$ cat config.mk
export PLATFORM = sky130hd
export DESIGN_NAME = seven_seg_scanner
export DESIGN_NICKNAME = d
export VERILOG_FILES = /design/src/rtl/seven_seg_scanner.sv
export SDC_FILE = /design/constraint.sdc
export NUM_CORES = 1
export LEC_CHECK = 0
export CORE_MARGIN = 2
export CORE_UTILIZATION = 35
export DETAILED_ROUTE_END_ITERATION = 6
export MAX_ROUTING_LAYER = met4
export PLACE_DENSITY = 0.59
export SETUP_SLACK_MARGIN = 0.3
export SYNTH_ARGS = -nofsm -noshare
export SYNTH_HDL_FRONTEND = slang
export SYNTH_SLANG_ARGS = --single-unit
$ cat constraint.sdc
create_clock -name clk -period 3 [get_ports clk]
set_clock_uncertainty 0.2 [all_clocks]
set_input_delay 0.6 -clock clk [delete_from_list [all_inputs] [get_ports clk]]
set_output_delay 0.6 -clock clk [all_outputs]
set_load 0.02 [all_outputs]
$ cat src/rtl/seven_seg_scanner.sv
// ============================================================================
// seven_seg_scanner
// ----------------------------------------------------------------------------
// Time-multiplexed driver for an N-digit common-anode 7-segment display.
// One digit is driven per refresh slot (2**DIV_WIDTH clocks). Each digit is
// decoded as hex or BCD. The driver also supports:
//   - a per-digit enable
//   - decimal points
//   - leading-zero blanking
//   - 16-level PWM brightness
//
// All display-affecting inputs are snapshotted into shadow registers once per
// frame. A frame is one full scan of all digits. Because of the snapshot, a
// digit never changes half-way through its scan.
//
// Ports:
//   clk         system clock
//   rst_n       asynchronous active-low reset
//   digits_in   packed nibbles, digit i = digits_in[4i+3:4i]
//   dp_in       decimal-point request per digit (1 = lit)
//   digit_en    per-digit enable (0 = digit dark)
//   lz_blank    1 = suppress leading zeros
//   hex_mode    1 = hex decode, 0 = BCD decode (10..15 shown as a dash)
//   brightness  PWM duty, 0 = off, 15 = full on
//   seg_an      anodes, active-low, at most one low at a time
//   seg_cat     cathodes {a,b,c,d,e,f,g}, active-low
//   seg_dp      decimal-point cathode, active-low
//   frame_done  one-cycle pulse when the shadow snapshot is taken
// ============================================================================
module seven_seg_scanner #(
    parameter int NUM_DIGITS = 4,
    parameter int DIV_WIDTH  = 10
) (
    input  logic                    clk,
    input  logic                    rst_n,
    input  logic [4*NUM_DIGITS-1:0] digits_in,
    input  logic [NUM_DIGITS-1:0]   dp_in,
    input  logic [NUM_DIGITS-1:0]   digit_en,
    input  logic                    lz_blank,
    input  logic                    hex_mode,
    input  logic [3:0]              brightness,
    output logic [NUM_DIGITS-1:0]   seg_an,
    output logic [6:0]              seg_cat,
    output logic                    seg_dp,
    output logic                    frame_done
);

    // A one-digit display still needs a 1-bit index register.
    localparam int                IDX_W    = (NUM_DIGITS > 1) ? $clog2(NUM_DIGITS) : 1;
    localparam logic [IDX_W-1:0]  LAST_IDX = IDX_W'(NUM_DIGITS - 1);
    localparam logic [6:0]        CAT_OFF  = 7'h7F;

    // ------------------------------------------------------------------------
    // State
    // ------------------------------------------------------------------------
    logic [DIV_WIDTH-1:0]    div_cnt_q,   div_cnt_d;
    logic [IDX_W-1:0]        idx_q,       idx_d;

    // Shadow copies of the inputs, reloaded only at frame boundaries.
    logic [4*NUM_DIGITS-1:0] digits_sh_q, digits_sh_d;
    logic [NUM_DIGITS-1:0]   dp_sh_q,     dp_sh_d;
    logic [NUM_DIGITS-1:0]   en_sh_q,     en_sh_d;
    logic                    lz_sh_q,     lz_sh_d;
    logic                    hex_sh_q,    hex_sh_d;
    logic [3:0]              bright_sh_q, bright_sh_d;

    // Registered pin drivers.
    logic [NUM_DIGITS-1:0]   seg_an_q,     seg_an_d;
    logic [6:0]              seg_cat_q,    seg_cat_d;
    logic                    seg_dp_q,     seg_dp_d;
    logic                    frame_done_q, frame_done_d;

    logic tick;
    logic frame_edge;

    // ------------------------------------------------------------------------
    // Digit decode, active-low {a,b,c,d,e,f,g}.
    // ------------------------------------------------------------------------
    function automatic logic [6:0] decode_nibble(input logic [3:0] nib, input logic hex);
        logic [6:0] seg;
        seg = 7'b1111110;
        case (nib)
            4'h0: seg = 7'b0000001;
            4'h1: seg = 7'b1001111;
            4'h2: seg = 7'b0010010;
            4'h3: seg = 7'b0000110;
            4'h4: seg = 7'b1001100;
            4'h5: seg = 7'b0100100;
            4'h6: seg = 7'b0100000;
            4'h7: seg = 7'b0001111;
            4'h8: seg = 7'b0000000;
            4'h9: seg = 7'b0000100;
            4'hA: seg = hex ? 7'b0001000 : 7'b1111110;
            4'hB: seg = hex ? 7'b1100000 : 7'b1111110;
            4'hC: seg = hex ? 7'b0110001 : 7'b1111110;
            4'hD: seg = hex ? 7'b1000010 : 7'b1111110;
            4'hE: seg = hex ? 7'b0110000 : 7'b1111110;
            default: seg = hex ? 7'b0111000 : 7'b1111110;
        endcase
        return seg;
    endfunction

    // ------------------------------------------------------------------------
    // Prescaler and digit index
    // ------------------------------------------------------------------------
    always_comb begin
        tick       = &div_cnt_q;
        frame_edge = tick && (idx_q == LAST_IDX);
        div_cnt_d  = div_cnt_q + 1'b1;
        idx_d      = idx_q;
        if (tick) begin
            // With a single digit LAST_IDX is 0, so the index never moves.
            if (idx_q == LAST_IDX) begin
                idx_d = '0;
            end else begin
                idx_d = idx_q + 1'b1;
            end
        end
    end

    // ------------------------------------------------------------------------
    // Frame snapshot
    // ------------------------------------------------------------------------
    always_comb begin
        digits_sh_d  = digits_sh_q;
        dp_sh_d      = dp_sh_q;
        en_sh_d      = en_sh_q;
        lz_sh_d      = lz_sh_q;
        hex_sh_d     = hex_sh_q;
        bright_sh_d  = bright_sh_q;
        frame_done_d = frame_edge;
        if (frame_edge) begin
            digits_sh_d = digits_in;
            dp_sh_d     = dp_in;
            en_sh_d     = digit_en;
            lz_sh_d     = lz_blank;
            hex_sh_d    = hex_mode;
            bright_sh_d = brightness;
        end
    end

    // ------------------------------------------------------------------------
    // Per-digit views of the shadow nibbles
    // ------------------------------------------------------------------------
    logic [3:0]            nib_sh [NUM_DIGITS];
    logic [NUM_DIGITS-1:0] nib_zero;

    for (genvar gi = 0; gi < NUM_DIGITS; gi++) begin : g_nib
        assign nib_sh[gi]   = digits_sh_q[4*gi +: 4];
        assign nib_zero[gi] = (digits_sh_q[4*gi +: 4] == 4'h0);
    end

    // Leading-zero blanking. Walk down from the most significant digit.
    // While every nibble seen so far is zero, that digit is blanked.
    // Digit 0 always shows, so a value of zero still displays "0".
    logic [NUM_DIGITS-1:0] lz_mask;
    logic                  zero_run;

    always_comb begin
        lz_mask  = '0;
        zero_run = 1'b1;
        for (int i = NUM_DIGITS - 1; i >= 1; i--) begin
            zero_run   = zero_run & nib_zero[i];
            lz_mask[i] = lz_sh_q & zero_run;
        end
    end

    // ------------------------------------------------------------------------
    // Select the current digit and compute the next pin values.
    // Outputs come from registered state only. This keeps a fixed one-clock
    // lag behind the counters and avoids any combinational path from the
    // input pins to the output pins.
    // ------------------------------------------------------------------------
    logic [3:0] cur_nib;
    logic       cur_en;
    logic       cur_dp;
    logic       cur_blank;
    logic       pwm_on;
    logic       lit;

    always_comb begin
        cur_nib   = 4'h0;
        cur_en    = 1'b0;
        cur_dp    = 1'b0;
        cur_blank = 1'b0;
        for (int i = 0; i < NUM_DIGITS; i++) begin
            if (idx_q == IDX_W'(i)) begin
                cur_nib   = nib_sh[i];
                cur_en    = en_sh_q[i];
                cur_dp    = dp_sh_q[i];
                cur_blank = lz_mask[i];
            end
        end

        // The top four prescaler bits act as the PWM phase within a slot.
        pwm_on = (bright_sh_q == 4'hF) ||
                 (div_cnt_q[DIV_WIDTH-1 -: 4] < bright_sh_q);
        lit    = cur_en && !cur_blank && pwm_on;

        seg_an_d  = '1;
        seg_cat_d = CAT_OFF;
        seg_dp_d  = 1'b1;
        for (int i = 0; i < NUM_DIGITS; i++) begin
            seg_an_d[i] = !(lit && (idx_q == IDX_W'(i)));
        end
        if (lit) begin
            seg_cat_d = decode_nibble(cur_nib, hex_sh_q);
            seg_dp_d  = !cur_dp;
        end
    end

    // ------------------------------------------------------------------------
    // Registers
    // ------------------------------------------------------------------------
    always_ff @(posedge clk or negedge rst_n) begin
        if (!rst_n) begin
            div_cnt_q    <= '0;
            idx_q        <= '0;
            digits_sh_q  <= '0;
            dp_sh_q      <= '0;
            en_sh_q      <= '0;
            lz_sh_q      <= 1'b0;
            hex_sh_q     <= 1'b0;
            bright_sh_q  <= 4'h0;
            seg_an_q     <= '1;
            seg_cat_q    <= CAT_OFF;
            seg_dp_q     <= 1'b1;
            frame_done_q <= 1'b0;
        end else begin
            div_cnt_q    <= div_cnt_d;
            idx_q        <= idx_d;
            digits_sh_q  <= digits_sh_d;
            dp_sh_q      <= dp_sh_d;
            en_sh_q      <= en_sh_d;
            lz_sh_q      <= lz_sh_d;
            hex_sh_q     <= hex_sh_d;
            bright_sh_q  <= bright_sh_d;
            seg_an_q     <= seg_an_d;
            seg_cat_q    <= seg_cat_d;
            seg_dp_q     <= seg_dp_d;
            frame_done_q <= frame_done_d;
        end
    end

    assign seg_an     = seg_an_q;
    assign seg_cat    = seg_cat_q;
    assign seg_dp     = seg_dp_q;
    assign frame_done = frame_done_q;

endmodule

Word-level counts from Yosys, hierarchy flattened
Cells that the tools add are included.

Reduce and logical (&&, ||, !) cells: 20. Equality and inequality tests: 18. Order comparisons: 1. Add/subtract/negate cells: 2. Multiplexer cells: 25. Bitwise logic cells: 5.

Operators with widths (number): $pmux 7 s15 (1); $mux 7 (5); $eq 4x4->1 const B (8); $eq 4x3->1 const B (4); $logic_not 4->1 (4); $mux 4 (4); $mux 1 (12); $add 10x1->10 const B (1); $reduce_and 10->1 (1); $eq 4x2->1 const B (2); $logic_and 1x1->1 (7); $logic_not 1->1 (6); $mux 6 (1); $and 1x1->1 (5); $mux 5 (1); $eq 2x2->1 const B (2); $eq 4x1->1 const B (1); $lt 4x4->1 (1); $add 2x1->2 const B (1); $eq 2x1->1 const B (1); $logic_not 2->1 (1); $mux 2 (1); $logic_or 1x1->1 (1).

Register bits after elaboration: 55. Output and inout bits: 13. Word-level logic and storage cells: 83. Input bits: 32.

Longest topological paths before layout
Depth in word-level cells: 12. Gate-level depth with buffers: 11. Mapped depth without buffers: 8.

Least setup slack after synthesis
No wires, ideal clock.

Path type: register -> register. Start point: register idx_q[0]. End point: register seg_cat_q[5], in the netlist seg_cat[5]. Required time: 2.716 ns. Library setup time: 0.084 ns. Data arrival time: 2.012 ns. Clock period less this slack: 2.297 ns. Cell stages (with the launch flop): 11. Buffers on the path: 2. Setup slack: 0.703 ns. Cell sequence: dfrtp_1 > inv_1 > ha_1 > buf_6 > or2_1 > buf_6 > a221o_1 > a211o_1 > o21ai_1 > a222oi_1 > nand2b_1.

Cells in the longest elaborated chain, start to end: 8. Elaborated cells between the ends (all ways): 35. Those cells by class: eq/ne (17); mux (13); reduce/logical (5).

Ends and longest elaborated chain: start, declared (line 57) `logic [IDX_W-1:0] idx_q, idx_d;`; start signal, assigned (line 231) `idx_q <= idx_d;`; $logic_not 2->1 or $eq 2x1->1 (tied branches) (line 187) `if (idx_q == IDX_W'(i)) begin`; $mux 4 or $mux 1 (tied branches) (3 in a row) (line 187); $mux 4, or another cell as far along (line 187); $eq 4x4->1, or another cell as far along (line 82) `case (nib)`; $pmux 7 s15 or $logic_and 1x1->1 (tied branches) (line 82, 198); $mux 7 (*) (line 206) `if (lit) begin`; named net seg_cat_d[5] (line 69) `logic [6:0] seg_cat_q, seg_cat_d;`; end signal, assigned (line 239) `seg_cat_q <= seg_cat_d;`; end, declared (line 69).

Mark *: on every way through the listed nets, which the timed path passes. The rest lies on a longest branch. A chain may end at the register's enable or synchronous reset.

Final worst setup path
Start point: register idx_q[1]. End point: register seg_cat_q[4], in the netlist seg_cat[4].

The elaborated chain is that of the path after synthesis.

==> impl_metrics.ini <==
[clock_network]
cts_tree = done
post_cts_buffers = 0
clk_pin_slew_ns = 0.09
root_buffer = clkbuf_8
numCtsBuffers = 5
clockBufferDepth = 2
htree_levels = 2
insertion_delay_ns = 0.31
cts.sinks = 55

[critical_path]
startpoint_type = flop
critical-path-max-stage-delay_ns = 0.41
cp-startpoint = idx_q[1]$_DFFE_PN0P_
critical_path_required_ns = 3.06
path_max_fanout = 10
worstSetupPathType = flop to flop
endpoint_kind = flop
crit_chain = inv_1, ha_1, nor2b_2, a22o_1, o221ai_2, o21ai_0, a221o_1, nand2_1
slowest_stage = dfrtp_1
cp.arrival_ns = 2.55
worstReg2RegStart = idx_q[1]$_DFFE_PN0P_

[timing]
finalSetupViolations = 0
period_minus_slack_ns = 2.49
rsz0062_at_grt = no
worstMarginPinSlew_ns = 0.474
drv_slew = 0
tns_ns = 0
whs_ns = 0.278
final_hold_viol_count = 0
finalCritPeriodShare_pct = 83.1
max_freq_mhz = 401
fin_ws_ns = 0.506
max_slew_margin_pct = 68.4

[routing]
ant_nets = 0
vias = 1845
wl_um = 5270
routedWlPerCell_um = 14.3
dr.pass1.iters = 4
via_per_inst = 4.99
drc = 0
drt_iter0_markers = 96

[placement]
place.gp.congestion = 0.838
place_ws_ns = 0.526
place_hpwl_um = 3970
port_buffers = 44
place_area_um2 = 3110
dp_cells = 361

[hold_path]
hp-class = flop to flop
hold_start = div_cnt_q[0]$_DFF_PN0_

[final_layout]
syn_to_final_growth_pct = 24.4
final_cell_area_um2 = 3200
drive_above_1_share_pct = 21.4
diodes = 0
fin_nets = 310
utilization_pct = 44.7
fill_cells = 700
final_cells = 370

[yosys]
synth_area_per_cell_um2 = 11.6
synth_simple_gate_area_share_pct = 10.6
synthCells = 222
synthAdderAreaFrac_pct = 3.89
synth_mux_area_share_pct = 10.9
synth_edf_count = 0
synthXorXnorAreaFrac_pct = 3.06
ys_seq_area_share_pct = 54.0
synth_area_um2 = 2580
yosysWarningCount = 0
synth_nets = 262
synth.ff_latch_count = 55
yosysUniqueCellTypes = 42
synthArstFlopShare_pct = 100
synth_compound_area_share_pct = 13.5
ys.flop_type = dfrtp_1
synth_top_family_by_area = compound AO/OA/AOI/OAI gates

[pwr]
power_mw = 1.19
peakVddDrop_mv = 0.179
p_per_area_nw_per_um2 = 372
leakage_nw = 1.44

[grt]
grt_pass1_vias = 1827
grt_pass1_wl_um = 9250
grt.overflow.total = 0
grt_max_degree = 26
antenna_found_initial = 0
grt_usage_pct = 14.5

[floorplan]
die_area_um2 = 8060
io_pins = 45
core_um2 = 7180
fp.dieH_um = 89.8
start_util_pct = 35.9
row_count = 31
die_w_um = 89.8

[run]
max_cap_viol_count = 0

[run_status]
status = complete, no violations
## kinds of logic after synthesis
| family | count (synthesis) |
|---|---|
| flops | 55 |
| mux | 25 |
| buf+inv | 19 |
| compound gates | 50 |
| simple gates | 56 |
| xor+xnor | 9 |
| fa+ha+maj | 8 |
## final timing paths
kind | end | slack [ns] | cells past startpoint
max | seg_cat[4]$_DFF_PN1_ | 0.51 | 8
min | div_cnt_q[0]$_DFF_PN0_ | 0.28 | 1
max reg2reg | seg_cat[4]$_DFF_PN1_ | 0.51 | 8
min reg2reg | div_cnt_q[0]$_DFF_PN0_ | 0.28 | 1
max in group asynchronous | seg_an[1]$_DFF_PN1_ | 1.37 | 3
min in group asynchronous | div_cnt_q[5]$_DFF_PN0_ | 0.53 | 2
## final cells by class
| cell class | instances | area [µm²] | share of cell area, % |
|---|---|---|---|
| Inverter | 9 | 33.8 | 1.05 |
| Clock inverter | 1 | 5.00 | 0.156 |
| Clock buffer | 7 | 76.3 | 2.38 |
| Sequential cell | 55 | 1390 | 43.4 |
| Tap cell | 99 | 124 | 3.87 |
| Multi-Input combinational cell | 148 | 1080 | 33.8 |
| Timing Repair Buffer | 51 | 490 | 15.3 |
## routing by layer
layer  global-route usage [%]  wire length, µm  up-vias
li1                         -                -      887
met1                     20.2             2660      912
met2                     21.1             2340       39
met3                     3.60              204        7
met4                     4.23               73        0
met5                        -                0        -
## where the power goes
part / leakage (nW) / internal (mW) / total, mW / switching [mW]
Clock: 0.0422 / 0.165 / 0.394 / 0.229
Combinational: 0.712 / 0.0370 / 0.0568 / 0.0198
Sequential: 0.687 / 0.742 / 0.742 / 0
Total: 1.44 / 0.943 / 1.19 / 0.249
## worst max-delay path: cells and delay by family, from the launching register on
kind / cells / cell delay, ns
buffers and inverters: 1 / 0.11
adders and majority gates: 1 / 0.41
and+or+nand+nor: 2 / 0.22
DFF: 1 / 0.41
AOI/OAI and AO/OA: 4 / 1.09
## registers in the layout, summed over array words and instances (netlist names), 2 cells and up
signal / flops
digits_sh_q: 16
div_cnt_q: 10
seg_cat: 7
bright_sh_q: 4
dp_sh_q: 4
en_sh_q: 4
seg_an: 4
idx_q: 2
## synthesized netlist by cell type, types with 2 or more instances
library cell	number	share of area [%]
dfrtp_1	43	42
mux2_2	25	11
nand2_1	19	2.8
o21ai_0	13	2.5
dfstp_2	12	12
a21oi_1	9	1.7
inv_1	9	1.3
nand3_1	9	1.7
ha_1	8	3.9
nor2_1	8	1.2
xnor2_1	6	2.0
buf_2	5	0.97
a21o_1	4	1.2
nand2b_1	4	0.97
o22ai_1	4	0.97
a22oi_1	3	0.87
buf_4	3	0.87
o21ai_1	3	0.58
xor2_1	3	1.0
a221o_1	2	0.78
a221oi_2	2	1.2
and2_1	2	0.49
and3_1	2	0.49
buf_6	2	0.87
nand4_1	2	0.49
nor3_1	2	0.39
nor4_1	2	0.49
or2_2	2	0.49
## cell usage in the layout, fill, tap and decap left out, drive strengths merged, types with 2 or more instances in the layout
cell type	count
inv	9
clkdlybuf4s50	43
nand2b	4
ha	8
and2	2
buf	7
a21oi	9
nor3	2
nor4	2
a221o	2
xnor2	6
nand2	19
dfrtp	43
o22ai	4
xor2	3
and3	2
mux2	25
nor2	8
dfstp	12
a22oi	3
nand4	2
a21o	4
nand3	9
a221oi	3
o21ai	16
clkbuf	7
or2	3
## repair_timing
action | in CTS | in global routing
hold buffers | 1 | 0
hold endpoints to repair | 11 | 0
resized for setup | 0 | 1
endpoints found under the setup margin | 0 | 1
No activity file was read; power rests on OpenSTA's default activity.
